==> src/rtl/xif_issue_arbiter_pkg.sv <==
// ============================================================================
// Module      : xif_issue_arb_pkg
// Description : Shared types and helpers for the CV-X-IF issue arbiter.
// Revision    : 1.0 - initial release
// ============================================================================
`default_nettype none

package xif_issue_arb_pkg;

  localparam int unsigned PKG_X_NUM_RS       = 2;
  localparam int unsigned PKG_X_RFR_WIDTH    = 32;
  localparam int unsigned PKG_X_ID_WIDTH     = 4;
  localparam int unsigned PKG_X_HARTID_WIDTH = 1;

  localparam logic [0:0] ST_IDLE   = 1'b0;
  localparam logic [0:0] ST_LOCKED = 1'b1;

  typedef enum logic [0:0] {
    IDLE   = ST_IDLE,
    LOCKED = ST_LOCKED
  } arb_state_e;

  typedef struct packed {
    logic [31:0]                                   instr;
    logic [PKG_X_HARTID_WIDTH-1:0]                 hartid;
    logic [PKG_X_ID_WIDTH-1:0]                     id;
    logic [PKG_X_NUM_RS*PKG_X_RFR_WIDTH-1:0]       rs;
    logic [PKG_X_NUM_RS-1:0]                       rs_valid;
  } issue_payload_t;

  // Wrap-around increment of a round-robin pointer over n requesters.
  function automatic int unsigned rr_next(input int unsigned ptr, input int unsigned n);
    if (ptr + 32'd1 >= n) return 32'd0;
    return ptr + 32'd1;
  endfunction

endpackage

`default_nettype wire

==> src/rtl/xif_issue_arbiter_rr_pick.sv <==
// ============================================================================
// Module      : rr_pick
// Description : Combinational round-robin first-one finder starting at i_ptr.
// Revision    : 1.0 - initial release
// ============================================================================
`default_nettype none

module rr_pick
  import xif_issue_arb_pkg::*;
#(
  parameter int N     = 2,
  parameter int IDX_W = (N > 1) ? $clog2(N) : 1
) (
  input  logic [N-1:0]     i_req,
  input  logic [IDX_W-1:0] i_ptr,
  output logic             o_found,
  output logic [IDX_W-1:0] o_idx
);

  logic [IDX_W-1:0] w_cand [N];

  for (genvar k = 0; k < N; k++) begin : g_cand
    assign w_cand[k] = IDX_W'((32'(i_ptr) + 32'(k)) % 32'(N));
  end

  // Walk from the farthest candidate back so the nearest one to i_ptr wins.
  always_comb begin
    o_found = 1'b0;
    o_idx   = '0;
    for (int k = N - 1; k >= 0; k--) begin
      if (i_req[w_cand[k]]) begin
        o_found = 1'b1;
        o_idx   = w_cand[k];
      end
    end
  end

endmodule

`default_nettype wire

==> src/rtl/xif_issue_arbiter.sv <==
// ============================================================================
// Module      : xif_issue_arbiter
// Description : Round-robin arbiter sharing one CV-X-IF issue channel between
//               N_REQ requesters, with grant lock until issue_ready.
//               Optional counters: define XIF_ISSUE_ARB_PERF_CNT_EN.
// Revision    : 1.0 - initial release
// ============================================================================
`default_nettype none

module xif_issue_arbiter
  import xif_issue_arb_pkg::*;
#(
  parameter int N_REQ          = 2,
  parameter int X_NUM_RS       = 2,
  parameter int X_RFR_WIDTH    = 32,
  parameter int X_ID_WIDTH     = 4,
  parameter int X_HARTID_WIDTH = 1,
  parameter int IDX_W          = (N_REQ > 1) ? $clog2(N_REQ) : 1
) (
  input  logic                                  clk_i,
  input  logic                                  rst_ni,
  input  logic [N_REQ-1:0]                      req_valid_i,
  output logic [N_REQ-1:0]                      req_ready_o,
  input  logic [N_REQ*32-1:0]                   req_instr_i,
  input  logic [N_REQ*X_HARTID_WIDTH-1:0]       req_hartid_i,
  input  logic [N_REQ*X_ID_WIDTH-1:0]           req_id_i,
  input  logic [N_REQ*X_NUM_RS*X_RFR_WIDTH-1:0] req_rs_i,
  input  logic [N_REQ*X_NUM_RS-1:0]             req_rs_valid_i,
  output logic [N_REQ-1:0]                      resp_accept_o,
  output logic [N_REQ-1:0]                      resp_writeback_o,
  output logic                                  issue_valid_o,
  input  logic                                  issue_ready_i,
  output logic [31:0]                           issue_instr_o,
  output logic [X_HARTID_WIDTH-1:0]             issue_hartid_o,
  output logic [X_ID_WIDTH-1:0]                 issue_id_o,
  output logic [X_NUM_RS*X_RFR_WIDTH-1:0]       issue_rs_o,
  output logic [X_NUM_RS-1:0]                   issue_rs_valid_o,
  input  logic                                  issue_accept_i,
  input  logic                                  issue_writeback_i,
  output logic [IDX_W-1:0]                      grant_idx_o
`ifdef XIF_ISSUE_ARB_PERF_CNT_EN
  ,
  input  logic                                  perf_clr_i,
  output logic [N_REQ*32-1:0]                   perf_issued_o,
  output logic [31:0]                           perf_stall_o
`endif
);

  localparam int RS_W = X_NUM_RS * X_RFR_WIDTH;

  arb_state_e       r_state;
  logic [IDX_W-1:0] r_rr_ptr;
  logic [IDX_W-1:0] r_grant_q;

  logic             w_found;
  logic [IDX_W-1:0] w_winner;
  logic [IDX_W-1:0] w_sel_raw;
  logic             w_valid_raw;
  logic             w_drive_raw;
  logic [IDX_W-1:0] w_sel;
  logic             w_valid;
  logic             w_drive;
  logic             w_hs;

  logic [31:0]               w_instr_arr  [N_REQ];
  logic [X_HARTID_WIDTH-1:0] w_hartid_arr [N_REQ];
  logic [X_ID_WIDTH-1:0]     w_id_arr     [N_REQ];
  logic [RS_W-1:0]           w_rs_arr     [N_REQ];
  logic [X_NUM_RS-1:0]       w_rsv_arr    [N_REQ];

  for (genvar g = 0; g < N_REQ; g++) begin : g_unpack
    assign w_instr_arr[g]  = req_instr_i[g*32 +: 32];
    assign w_hartid_arr[g] = req_hartid_i[g*X_HARTID_WIDTH +: X_HARTID_WIDTH];
    assign w_id_arr[g]     = req_id_i[g*X_ID_WIDTH +: X_ID_WIDTH];
    assign w_rs_arr[g]     = req_rs_i[g*RS_W +: RS_W];
    assign w_rsv_arr[g]    = req_rs_valid_i[g*X_NUM_RS +: X_NUM_RS];
  end

  rr_pick #(
    .N     (N_REQ),
    .IDX_W (IDX_W)
  ) u_rr_pick (
    .i_req   (req_valid_i),
    .i_ptr   (r_rr_ptr),
    .o_found (w_found),
    .o_idx   (w_winner)
  );

  // While locked the payload stays routed even if valid drops, so late
  // rs_valid updates from the granted requester reach the coprocessor.
  always_comb begin
    w_sel_raw   = w_winner;
    w_valid_raw = w_found;
    w_drive_raw = w_found;
    if (r_state == LOCKED) begin
      w_sel_raw   = r_grant_q;
      w_valid_raw = req_valid_i[r_grant_q];
      w_drive_raw = 1'b1;
    end
  end

  // Reset is folded in combinationally so outputs are quiet while rst_ni is low.
  assign w_sel   = rst_ni ? w_sel_raw : '0;
  assign w_valid = rst_ni & w_valid_raw;
  assign w_drive = rst_ni & w_drive_raw;
  assign w_hs    = w_valid & issue_ready_i;

  assign issue_valid_o    = w_valid;
  assign grant_idx_o      = w_sel;
  assign issue_instr_o    = w_drive ? w_instr_arr[w_sel]  : '0;
  assign issue_hartid_o   = w_drive ? w_hartid_arr[w_sel] : '0;
  assign issue_id_o       = w_drive ? w_id_arr[w_sel]     : '0;
  assign issue_rs_o       = w_drive ? w_rs_arr[w_sel]     : '0;
  assign issue_rs_valid_o = w_drive ? w_rsv_arr[w_sel]    : '0;

  for (genvar g = 0; g < N_REQ; g++) begin : g_route
    logic w_is_g;
    assign w_is_g              = (w_sel == IDX_W'(g));
    assign req_ready_o[g]      = w_hs & w_is_g;
    assign resp_accept_o[g]    = w_hs & w_is_g & issue_accept_i;
    assign resp_writeback_o[g] = w_hs & w_is_g & issue_writeback_i;
  end

  always_ff @(posedge clk_i or negedge rst_ni) begin
    if (!rst_ni) begin
      r_state   <= IDLE;
      r_rr_ptr  <= '0;
      r_grant_q <= '0;
    end else begin
      case (r_state)
        IDLE: begin
          if (w_found) begin
            if (issue_ready_i) begin
              r_rr_ptr <= IDX_W'(rr_next(32'(w_winner), unsigned'(N_REQ)));
            end else begin
              r_grant_q <= w_winner;
              r_state   <= LOCKED;
            end
          end
        end
        LOCKED: begin
          // A withdrawn request abandons the lock without moving the pointer.
          if (!req_valid_i[r_grant_q]) begin
            r_state <= IDLE;
          end else if (issue_ready_i) begin
            r_rr_ptr <= IDX_W'(rr_next(32'(r_grant_q), unsigned'(N_REQ)));
            r_state  <= IDLE;
          end
        end
        default: r_state <= IDLE;
      endcase
    end
  end

`ifndef SYNTHESIS
  a_locked_valid_held: assert property (
    @(posedge clk_i) disable iff (!rst_ni)
    (r_state == LOCKED) |-> req_valid_i[r_grant_q]
  );
`endif

`ifdef XIF_ISSUE_ARB_PERF_CNT_EN
  logic [31:0] r_perf_issued [N_REQ];
  logic [31:0] r_perf_stall;

  always_ff @(posedge clk_i or negedge rst_ni) begin
    if (!rst_ni) begin
      for (int r = 0; r < N_REQ; r++) r_perf_issued[r] <= '0;
      r_perf_stall <= '0;
    end else if (perf_clr_i) begin
      for (int r = 0; r < N_REQ; r++) r_perf_issued[r] <= '0;
      r_perf_stall <= '0;
    end else begin
      for (int r = 0; r < N_REQ; r++) begin
        if (req_ready_o[r] && (r_perf_issued[r] != 32'hFFFF_FFFF)) begin
          r_perf_issued[r] <= r_perf_issued[r] + 32'd1;
        end
      end
      if (w_valid && !issue_ready_i && (r_perf_stall != 32'hFFFF_FFFF)) begin
        r_perf_stall <= r_perf_stall + 32'd1;
      end
    end
  end

  for (genvar g = 0; g < N_REQ; g++) begin : g_perf
    assign perf_issued_o[g*32 +: 32] = r_perf_issued[g];
  end
  assign perf_stall_o = r_perf_stall;
`endif

endmodule

`default_nettype wire

==> config.mk <==
export PLATFORM = sky130hd
export DESIGN_NAME = xif_issue_arbiter
export DESIGN_NICKNAME = d
export VERILOG_FILES = /design/src/rtl/xif_issue_arbiter_pkg.sv /design/src/rtl/xif_issue_arbiter_rr_pick.sv /design/src/rtl/xif_issue_arbiter.sv
export SDC_FILE = /design/constraint.sdc
export NUM_CORES = 1
export LEC_CHECK = 0
export ABC_AREA = 1
export ABC_CLOCK_PERIOD_IN_PS = 2700
export BUFFER_PORTS_ARGS = -buffer_cell sky130_fd_sc_hd__buf_4
export CAP_MARGIN = 5
export CORE_AREA = 2 2 125 127
export CTS_BUF_LIST = sky130_fd_sc_hd__clkbuf_16
export DETAILED_ROUTE_END_ITERATION = 8
export DIE_AREA = 0 0 127 129
export PLACE_DENSITY = 0.54
export SETUP_SLACK_MARGIN = 0.15
export SLEW_MARGIN = 20
export SYNTH_ARGS = -nofsm -noshare
export SYNTH_HDL_FRONTEND = slang
export SYNTH_HIERARCHICAL = 1
export SYNTH_SLANG_ARGS = --single-unit
==> constraint.sdc <==
create_clock -name clk_i -period 2.7 [get_ports clk_i]
set_input_delay 0.54 -clock clk_i [delete_from_list [all_inputs] [get_ports clk_i]]
set_output_delay 0.54 -clock clk_i [all_outputs]
set_load 0.1 [all_outputs]
==> key figures, run 1 <==
GRT
  • Tot GR Track Use: 0.1342
  • Grt total ovfl: 0
  • Largest net degree at the start of global routing: 55
  • Antenna violations before repair: 0
  • Wire length of the first global-routing pass: ~18000 um
  • Number of global-route vias before repair: 3628

Drt
  • DRC: 0
  • Final wirelength: approximately 12000 um
  • 1st-iter DRT viols: 81
  • ANT nets after route: 0
  • Routed via count: around 3700
  • DR WL/cell: roughly 14 um
  • Vias per inst: ~4.2
  • Total iterations of the first detailed-routing run: 4

Critical path
  • Delay-heaviest family, CP: buffers and inverters
  • Most common cell on crit path: buf_4
  • CP max FO: 54
  • CP peak stage delay: between 0.2 and 0.25 ns
  • Critical path class: input port to output port
  • Crit path required time: approximately 2.2 ns
  • Worst path arrival time: 1.94 ns
  • Element type at the critical path end: output port
  • Critical Path, Cell by Cell: buf_4, a21oi_1, inv_1, nand2_1, nand2_2, inv_6, nand2_4, buf_12, nor2_1, nor2_4, buf_4
  • WP buf/inv: 5
  • Critical-path top delay cell: buf_4
  • Critical Path Source Type: input port

STA
  • # setup viols final: 0
  • Setup TNS: 0 ns
  • Final hold violations: 0
  • Tcrit/Tclk final: 0.9177
  • Clk_skew: roughly 0.0011 ns
  • RSZ-0062 raised after global routing: yes
  • Pins Over Slew Limit: 0
  • Fmax: between 0.4 and 0.5 GHz
  • Slew margin rel.: 0.7260
  • Period minus WS final: between 2 and 2.5 ns
  • Actual slew at the worst max-slew pin: around 0.4 ns

Yosys
  • Post-synthesis mux area share: 0
  • Avg Cell Area, Syn: ~4.6 sq um
  • Share of the synthesized area in the top cell type: 0.4501
  • Synth warnings: 6
  • Sequential area share after synthesis: 0.04246
  • Adder-cell area share of the yosys netlist: 0
  • Yosys reg bits: 3
  • Area contributors post-synth: nor2_1, o21ai_0, buf_6
  • Post-Synth XOR/XNOR Area: 0
  • Synth Area in Simple Gates: 0.5096
  • Distinct cells, synth: 20
  • Post-synth net total: about 600
  • Dominant combinational cell family by area after synthesis: simple AND/OR/NAND/NOR gates
  • Yosys top cell by area: nor2_1
  • Compound-gate portion of the synthesized area: 0.2972
  • Syn Std Cell Area: ~1800 sq um
  • Cells after synthesis: approximately 390

Power and ir drop
  • Switching portion of total power: 0.6827
  • Sw Pwr: slightly above 2000 uW
  • P per Cell Area: 553.1 nW/um^2
  • Internal Power: roughly 950 uW
  • Peak VDD IR: about 0.00023 V
  • Clock power frac: 0.077
  • Logic pwr share: 0.903
  • Total power: 3003 uW
  • Reg power frac: 0.020
  • Static leakage: between 0.002 and 0.003 uW

Floorplanning
  • Total die area: around 16000 sq um
  • Row count: 45
  • Die Wd: around 130 um
  • Die height: about 130 um
  • Starting Density: 0.1180
  • # IOs: roughly 320
  • Core ar.: roughly 15000 sq um

Finish
  • Layout area overhead: 207.1%
  • Share of cells above drive strength 1: 0.6749
  • Commonest non-fill, non-tap cell in the layout: buf_4
  • Filler Cells Inserted: 1620
  • Antenna cells: 0
  • Final instance area: 5430 sq um
  • Fin nets: about 900
  • Commonest cells after routing, fill and taps aside: buf_4, nor2_4, o21ai_0

Outcome
  • Outcome: completed

CTS
  • CTS max path bufs: 2
  • Reg clk slew, reported paths: 0.03 ns
  • Clock sink count: 3
  • CTS tree: yes
  • CTS buffer count: 3
  • Worst-Skew Late Latency: 0.22 ns
  • H-tree Lvls: 1
  • Clock tree root buffer cell: clkbuf_16

Placed design
  • DP Area: about 5200 sq um
  • Port bufs: roughly 320
  • DP HPWL: between 10000 and 15000 um
  • GPL Wtd Cong: 0.7784

Flow run
  • Max cap viols: 0

Worst hold path
  • Worst Hold Class: input port to async pin
-- flip-flops by register name (all words and copies together) (netlist names) --
register   cells
r_rr_ptr       1
r_state        1
r_grant_q      1
-- layout make-up --
type / count / area (sq um) / area share
clock inverter: 1 / 3.754 / 0.0006912
timing repair buffer: 333 / 2718 / 0.5005
sequential: 3 / 75.07 / 0.01382
inverter: 11 / 46.29 / 0.008525
tap: 188 / 235.2 / 0.04332
clock buffer: 3 / 75.07 / 0.01382
multi-input combinational: 338 / 2277 / 0.4194
-- power by group through the flow --
| stage | clock network, uW | logic, uW | registers [uW] |
|---|---|---|---|
| 3_5_place_dp | 0 | 2670 | 60.6 |
| 4_1_cts | 235 | 2670 | 60.5 |
| 2_1_floorplan | 0 | 2030 | 59.2 |
| 6_report | 232 | 2710 | 60.5 |
| 5_1_grt | 239 | 2830 | 62.6 |
| 3_3_place_gp | 0 | 2660 | 61.0 |
-- final timing paths --
check,startpoint,to,slack [ns],cells after the start
worst min-delay path,rst_ni,r_rr_ptr$_DFFE_PN0P_,0.12,1
min in group clk_i,r_rr_ptr$_DFFE_PN0P_,r_rr_ptr$_DFFE_PN0P_,0.48,2
worst min register to register,r_rr_ptr$_DFFE_PN0P_,r_rr_ptr$_DFFE_PN0P_,0.48,2
worst max-delay path,req_valid_i[0],issue_instr_o[1],0.22,11
max in group asynchronous,rst_ni,r_grant_q$_DFFE_PN0P_,2.46,1
worst max register to register,r_state$_DFF_PN0_,r_rr_ptr$_DFFE_PN0P_,1.43,5
-- Yosys cell counts --
library cell and count:
clkbuf_2 2, nand2_2 1, nor3_1 4, nand2_4 1, dfrtp_1 3, o21ai_0 94, a21oi_1 1, nor2_1 212
nand2_1 9, inv_4 1, clkbuf_1 7, buf_2 11, or2_1 1, buf_4 4, nand3_1 3, inv_1 10
nor2_2 1, buf_6 9, o21ai_1 10, nand4_1 1
-- cells by family (layout without fill, tap and decap cells) --
| group | count (synthesis) | count (layout) |
|---|---|---|
| and+or+nand+nor | 233 | 233 |
| AOI/OAI and AO/OA | 105 | 105 |
| buffers and inverters | 44 | 348 |
| DFF | 3 | 3 |
-- stage by stage --
step                      hold slack [ns]  setup slack, ns  instances  utilization
after floorplan                    0.2444          -0.1774        385            -
after global placement             0.3524           0.1497        873       0.3451
after detailed placement           0.3512           0.1318        873       0.3451
after CTS                          0.1203           0.1788        877       0.3506
after global routing               0.1176          0.09315        877       0.3626
final                              0.1188           0.2223        877       0.3626
-- timing repair --
item,4_1_cts,5_1_grt
hold buffers,0,0
resized for setup,1,54
buffers inserted,0,0
pin swaps,0,0
setup endpoints to repair,1,103
-- per-layer routing --
metal / part of all wire / vias up / track usage
li1: - / 1836 / -
met1: 0.37 / 1630 / 0.1470
met2: 0.52 / 194 / 0.2653
met3: 0.096 / 6 / 0.03534
met4: 0.0052 / 0 / 0.01616
met5: 0 / - / 0
(Power assumes the default switching activity.)
==> run 2, diff against run 1 <==
Settings changed: ABC_AREA 1 to unset, CORE_AREA 2 2 125 127 to 2 2 126 128, DIE_AREA 0 0 127 129 to 0 0 128 130, PLACE_DENSITY 0.54 to 0.56.
==> run 2 against run 1 <==
  * First-iteration DRC count up 120%
  * Die area up 1.6%
  * Synthesized cell count up 1.3%
  * Critical path type unchanged
  * Register-to-register slack worse by 0.24 ns
  * Worst hold slack better by 0.016 ns
  * Area after synthesis up 23%
  * Combinational power up 48%
  * Sequential share of layout area down 0.19 points
==> key figures, run 2 <==
CTS
  • H-tree Lvls: 1
  • Clock tree root buffer cell: clkbuf_16
  • CTS tree: yes
  • Reg clk slew, reported paths: 0.03 ns
  • Worst-Skew Late Latency: 0.22 ns
  • Clock sink count: 3
  • # hold bufs at CTS: 0
  • CTS buffer count: 3
  • CTS max path bufs: 2

Critical path
  • Worst path arrival time: about 2.1 ns
  • Crit path required time: about 2.2 ns
  • Critical Path Source Type: input port
  • CP max FO: 7
  • Critical path class: input port to output port
  • Element type at the critical path end: output port

GRT
  • Grt total ovfl: 0
  • Largest net degree at the start of global routing: 49
  • Wire length of the first global-routing pass: a little over 20000 um
  • Tot GR Track Use: 0.1511
  • Antenna violations before repair: 0
  • Number of global-route vias before repair: 3802

Yosys
  • Primary FF master, synth: dfrtp_1
  • Area contributors post-synth: a311oi_1, nor2_1, inv_1
  • Post-synth net total: roughly 600
  • Most instantiated cells after synthesis: nor2_1, inv_1, a311oi_1
  • Syn Std Cell Area: between 2000 and 2500 sq um
  • Yosys top cell by area: a311oi_1
  • Sequential area share after synthesis: 0.03462
  • EDFF count, synth: 0
  • Cells after synthesis: a little under 400
  • Avg Cell Area, Syn: between 5 and 6 sq um
  • Distinct cells, synth: 25
  • Share of the synthesized area in the top cell type: 0.4160
  • Count leader, synth: nor2_1
  • Yosys reg bits: 3
  • Synth warnings: 6
  • Async set-reset flop share out of synthesis: 1.000

Power and ir drop
  • Static leakage: 0.003212 uW
  • Total power: around 4300 uW
  • P per Cell Area: roughly 660 nW/um^2
  • Peak VDD IR: between 0.0003 and 0.0004 V

STA
  • RSZ-0062 raised after global routing: yes
  • Final hold violations: 0
  • Clk_skew: roughly 0.00050 ns
  • # setup viols final: 0
  • Actual slew at the worst max-slew pin: 0.7002 ns
  • Fmax: 0.3793 GHz
  • Period minus WS final: about 2.6 ns
  • Pins Over Slew Limit: 0
  • Tcrit/Tclk final: 0.9764
  • Slew margin rel.: 0.5332

Finish
  • Layout area overhead: 200.1%
  • Commonest cells after routing, fill and taps aside: buf_4, inv_1, nor2_1
  • Non-filler instance count after layout: between 900 and 1000
  • Fin nets: 936
  • Largest registers: r_grant_q (1), r_rr_ptr (1), r_state (1)
  • Area of the multi-input gates: about 2200 sq um
  • Share of cells above drive strength 1: 0.6427
  • Sequential Area: slightly below 80 sq um
  • Commonest non-fill, non-tap cell in the layout: buf_4
  • Final instance area: 6507 sq um
  • Filler Cells Inserted: between 1500 and 2000
  • Antenna cells: 0

Placed design
  • DP Area: ~5500 sq um
  • GPL Wtd Cong: approximately 0.77
  • Placed cell count: 895
  • DP HPWL: ~10000 um
  • Port bufs: roughly 320

Drt
  • DR WL/cell: between 15 and 20 um
  • Vias per inst: between 4 and 5
  • DRC: 0
  • Routed via count: 4049
  • Total iterations of the first detailed-routing run: 4
  • 1st-iter DRT viols: approximately 180
  • ANT nets after route: 0
  • Final wirelength: 14650 um

Floorplanning
  • # IOs: approximately 320
  • Starting Density: 0.1406
  • Total die area: around 17000 sq um
  • Row count: 46
  • Die height: around 130 um
  • Core ar.: between 15000 and 20000 sq um
  • Die Wd: 128 um

Worst hold path
  • Worst Hold Class: input port to async pin

Outcome
  • Outcome: completed

Flow run
  • Max cap viols: 0
[run 2: changes by cell type after synthesis, moves of 7 or more]
cell      change
a311oi_1    +103
buf_2        +16
clkbuf_1     +10
inv_1        +95
nand2_1       -7
nor2_1      -104
o21ai_0      -93
o21ai_1       -9
[run 2: critical path: stages]
cell and delay, ns:
buf_6 0.09, a21boi_4 0.14, buf_12 0.13, mux2_4 0.28, buf_6 0.15, buf_12 0.13, a311oi_2 0.34, buf_6 0.28
[run 2: cells by family (layout without fill, tap and decap cells)]
group	after synthesis	count (layout)	synth area share
mux	3	6	0.01673
buf+inv	152	481	0.2891
simple gates	121	121	0.2204
flops	3	3	0.03462
compound gates	111	111	0.4391
[run 2: layer usage]
metal / global-route usage / share of wire / vias to the layer above
met1: 0.1935 / 0.41 / 1850
met3: 0.02173 / 0.051 / 12
li1: - / - / 2027
met4: 0.02327 / 0.0087 / 0
met5: 0 / 0 / -
met2: 0.2746 / 0.53 / 160
[run 2: through the flow]
stage            util  hold slack (ns)  setup slack, ns  setup TNS (ns)
2_1_floorplan       -           0.2444           -1.434         -106.59
4_1_cts        0.3903           0.1325          0.07306               0
5_1_grt        0.4219           0.1351         -0.01583        -0.01583
6_report       0.4219           0.1348          0.06363               0
3_5_place_dp   0.3537           0.3694         -0.03974         -0.2469
3_3_place_gp   0.3537           0.3668         -0.02754         -0.1162
[run 2: final timing paths]
kind	startpoint	endpoint	slack [ns]	depth (start not counted)
worst max-delay path	req_valid_i[1]	issue_rs_o[3]	0.06	8
worst max register to register	r_rr_ptr$_DFFE_PN0P_	r_grant_q$_DFFE_PN0P_	1.19	5
worst min register to register	r_rr_ptr$_DFFE_PN0P_	r_rr_ptr$_DFFE_PN0P_	0.54	2
worst min-delay path	rst_ni	r_state$_DFF_PN0_	0.13	1
min in group clk_i	r_rr_ptr$_DFFE_PN0P_	r_rr_ptr$_DFFE_PN0P_	0.54	2
max in group asynchronous	rst_ni	r_grant_q$_DFFE_PN0P_	2.42	1
[run 2: power by group]
part	switching [uW]	internal (uW)	total [uW]	leakage [uW]
registers	25.8	61.7	87.5	0.0000334
logic	2730	1280	4010	0.00314
clock network	41.3	191	232	0.0000423
[run 2: layout make-up]
type | instances | area share
multi-input cells | 238 | 0.3413
repair buffers | 372 | 0.5372
flip-flops and latches | 3 | 0.01192
clock inverters | 1 | 0.0005768
clock buffers | 3 | 0.01154
well taps | 192 | 0.03692
inverters | 105 | 0.06057
[run 2: repair_timing]
action / CTS / global route
gates cloned: 5 / 2
pin swaps: 7 / 13
buffers inserted: 1 / 7
setup endpoints to repair: 102 / 103
resized for setup: 95 / 84
==> run 3, diff against run 2 <==
Settings changed: CTS_BUF_LIST sky130_fd_sc_hd__clkbuf_16 to sky130_fd_sc_hd__clkbuf_8.
==> run 3 against run 2 <==
  * Routed wire length is 2.0% lower
  * Final cell count decreased by 0.11%
  * Critical path depth is 1 lower
  * Power is 3.6% lower
  * Clock power decreased by 45%
  * Sequential power about the same
  * Setup slack improved by 0.020 ns
  * Cell area decreased by 1.5%
  * Die area unchanged
  * Sequential share of layout area barely moved
  * First-iteration DRC count down 11%
  * Flip-flop and latch count did not move
  * Largest power group unchanged
==> key figures, run 3 (same netlist as run 2, synthesis figures left out) <==
Outcome
  • Outcome: completed

GRT
  • Number of global-route vias before repair: 3815
  • Antenna violations before repair: 0
  • Largest net degree at the start of global routing: 49
  • Wire length of the first global-routing pass: between 20000 and 25000 um
  • Grt total ovfl: 0
  • Tot GR Track Use: 0.1507

Drt
  • 1st-iter DRT viols: approximately 160
  • Total iterations of the first detailed-routing run: 4
  • DR WL/cell: about 16 um
  • Routed via count: 4051
  • ANT nets after route: 0
  • Vias per inst: roughly 4.4
  • DRC: 0
  • Final wirelength: 14370 um

Critical path
  • Crit path required time: around 2.2 ns
  • R2r setup slk: 1.19 ns
  • Element type at the critical path end: output port
  • Worst path arrival time: 2.08 ns
  • Critical path class: input port to output port
  • CP max FO: 13
  • Start point of the critical path: req_valid_i[0]
  • Critical Path Sink: issue_instr_o[3]
  • R2R Path Start: r_rr_ptr$_DFFE_PN0P_
  • Critical Path Source Type: input port
  • FF-to-FF End: r_grant_q$_DFFE_PN0P_
  • R2R depth: 5

STA
  • Fmax: approximately 0.38 GHz
  • Tcrit/Tclk final: 0.9691
  • # setup viols final: 0
  • Pins Over Slew Limit: 0
  • Worst hold slack: 0.1424 ns
  • RSZ-0062 raised after global routing: yes
  • Actual slew at the worst max-slew pin: 0.6702 ns
  • Slew margin rel.: 0.5532
  • Final hold violations: 0
  • Period minus WS final: around 2.6 ns
  • Clk_skew: 0.001128 ns
  • Final Worst Setup Slack: 0.08340 ns

Power and ir drop
  • Sw Pwr: 2763 uW
  • Clock power frac: 0.030
  • P per Cell Area: ~650 nW/um^2
  • Total power: approximately 4200 uW
  • Logic pwr share: 0.949
  • Internal Power: between 1000 and 1500 uW
  • Switching portion of total power: 0.6622
  • Reg power frac: 0.021
  • Static leakage: 0.003178 uW
  • Peak VDD IR: 0.0003878 V

Finish
  • Share of cells above drive strength 1: 0.6408
  • Commonest non-fill, non-tap cell in the layout: buf_4
  • Final instance area: 6410 sq um
  • Largest registers: r_grant_q (1), r_rr_ptr (1), r_state (1)
  • Commonest cells after routing, fill and taps aside: buf_4, inv_1, nor2_1
  • Finished Core Util: 0.4156
  • Fin nets: 935
  • Layout area overhead: 195.6%
  • Antenna cells: 0

Flow run
  • Max cap viols: 0

Worst hold path
  • Worst Hold Class: input port to async pin

CTS
  • CTS buffer count: 3
  • CTS tree: yes
  • Clock sink count: 3
  • CTS max path bufs: 2
  • Clock tree root buffer cell: clkbuf_8
  • H-tree Lvls: 1
  • Reg clk slew, reported paths: about 0.03 ns
  • Worst-Skew Late Latency: roughly 0.22 ns
  • # hold bufs at CTS: 0

Floorplanning
  • Die height: approximately 130 um
  • Core ar.: 15420 sq um
  • # IOs: around 320
  • Starting Density: 0.1406
  • Row count: 46
  • Total die area: around 17000 sq um
  • Die Wd: around 130 um

Placed design
  • Dpl ws: -0.03974 ns
  • DP Area: roughly 5500 sq um
  • GPL Wtd Cong: ~0.77
  • Port bufs: ~320
  • DP HPWL: around 10000 um
-- run 3: final cells by class --
type / instances / area (sq um)
flip-flops and latches: 3 / 77.57
fillers: 1617 / 9015
well taps: 192 / 240.2
repair buffers: 371 / 3458
clock inverters: 1 / 3.754
multi-input cells: 238 / 2195
inverters: 105 / 394.1
clock buffers: 3 / 41.29
-- run 3: metal layers --
metal  routed length (um)  GRT usage
met5                    0          0
met4                  136    0.02327
met3                  830    0.02173
met2                 7504     0.2756
met1                 5895     0.1915
-- run 3: worst min-delay path by stage --
stage,to,from
after CTS,r_rr_ptr$_DFFE_PN0P_,rst_ni
after global routing,r_state$_DFF_PN0_,rst_ni
after floorplan,r_grant_q$_DFFE_PN0P_,rst_ni
final,r_grant_q$_DFFE_PN0P_,rst_ni
after detailed placement,r_rr_ptr$_DFFE_PN0P_,rst_ni
after global placement,r_rr_ptr$_DFFE_PN0P_,rst_ni
-- run 3: power groups by stage --
stage	Sequential [uW]	Combinational (uW)	Clock, uW
2_1_floorplan	69.2	2640	0
3_3_place_gp	75.7	3450	0
3_5_place_dp	75.1	3460	0
4_1_cts	90.9	3740	131
5_1_grt	93.1	4130	137
6_report	87.3	3960	127
-- run 3: worst max-delay path, cell delays in order --
cell and delay (ns):
buf_4 0.12, a21boi_4 0.18, mux2_8 0.29, buf_4 0.22
nor2_1 0.05, a311oi_1 0.30, buf_4 0.35
-- run 3: timing repair --
action	in CTS	in global routing
setup buffers	1	6
hold endpoints to repair	0	0
pin swaps	7	11
endpoints found under the setup margin	102	103
resized for setup	95	73
gates cloned	5	2
-- run 3: through the flow --
stage / instances / TNS [ns]
6_report: 913 / 0
5_1_grt: 913 / -0.01209
4_1_cts: 905 / 0
3_5_place_dp: 895 / -0.2469
3_3_place_gp: 895 / -0.1162
2_1_floorplan: 390 / -106.59
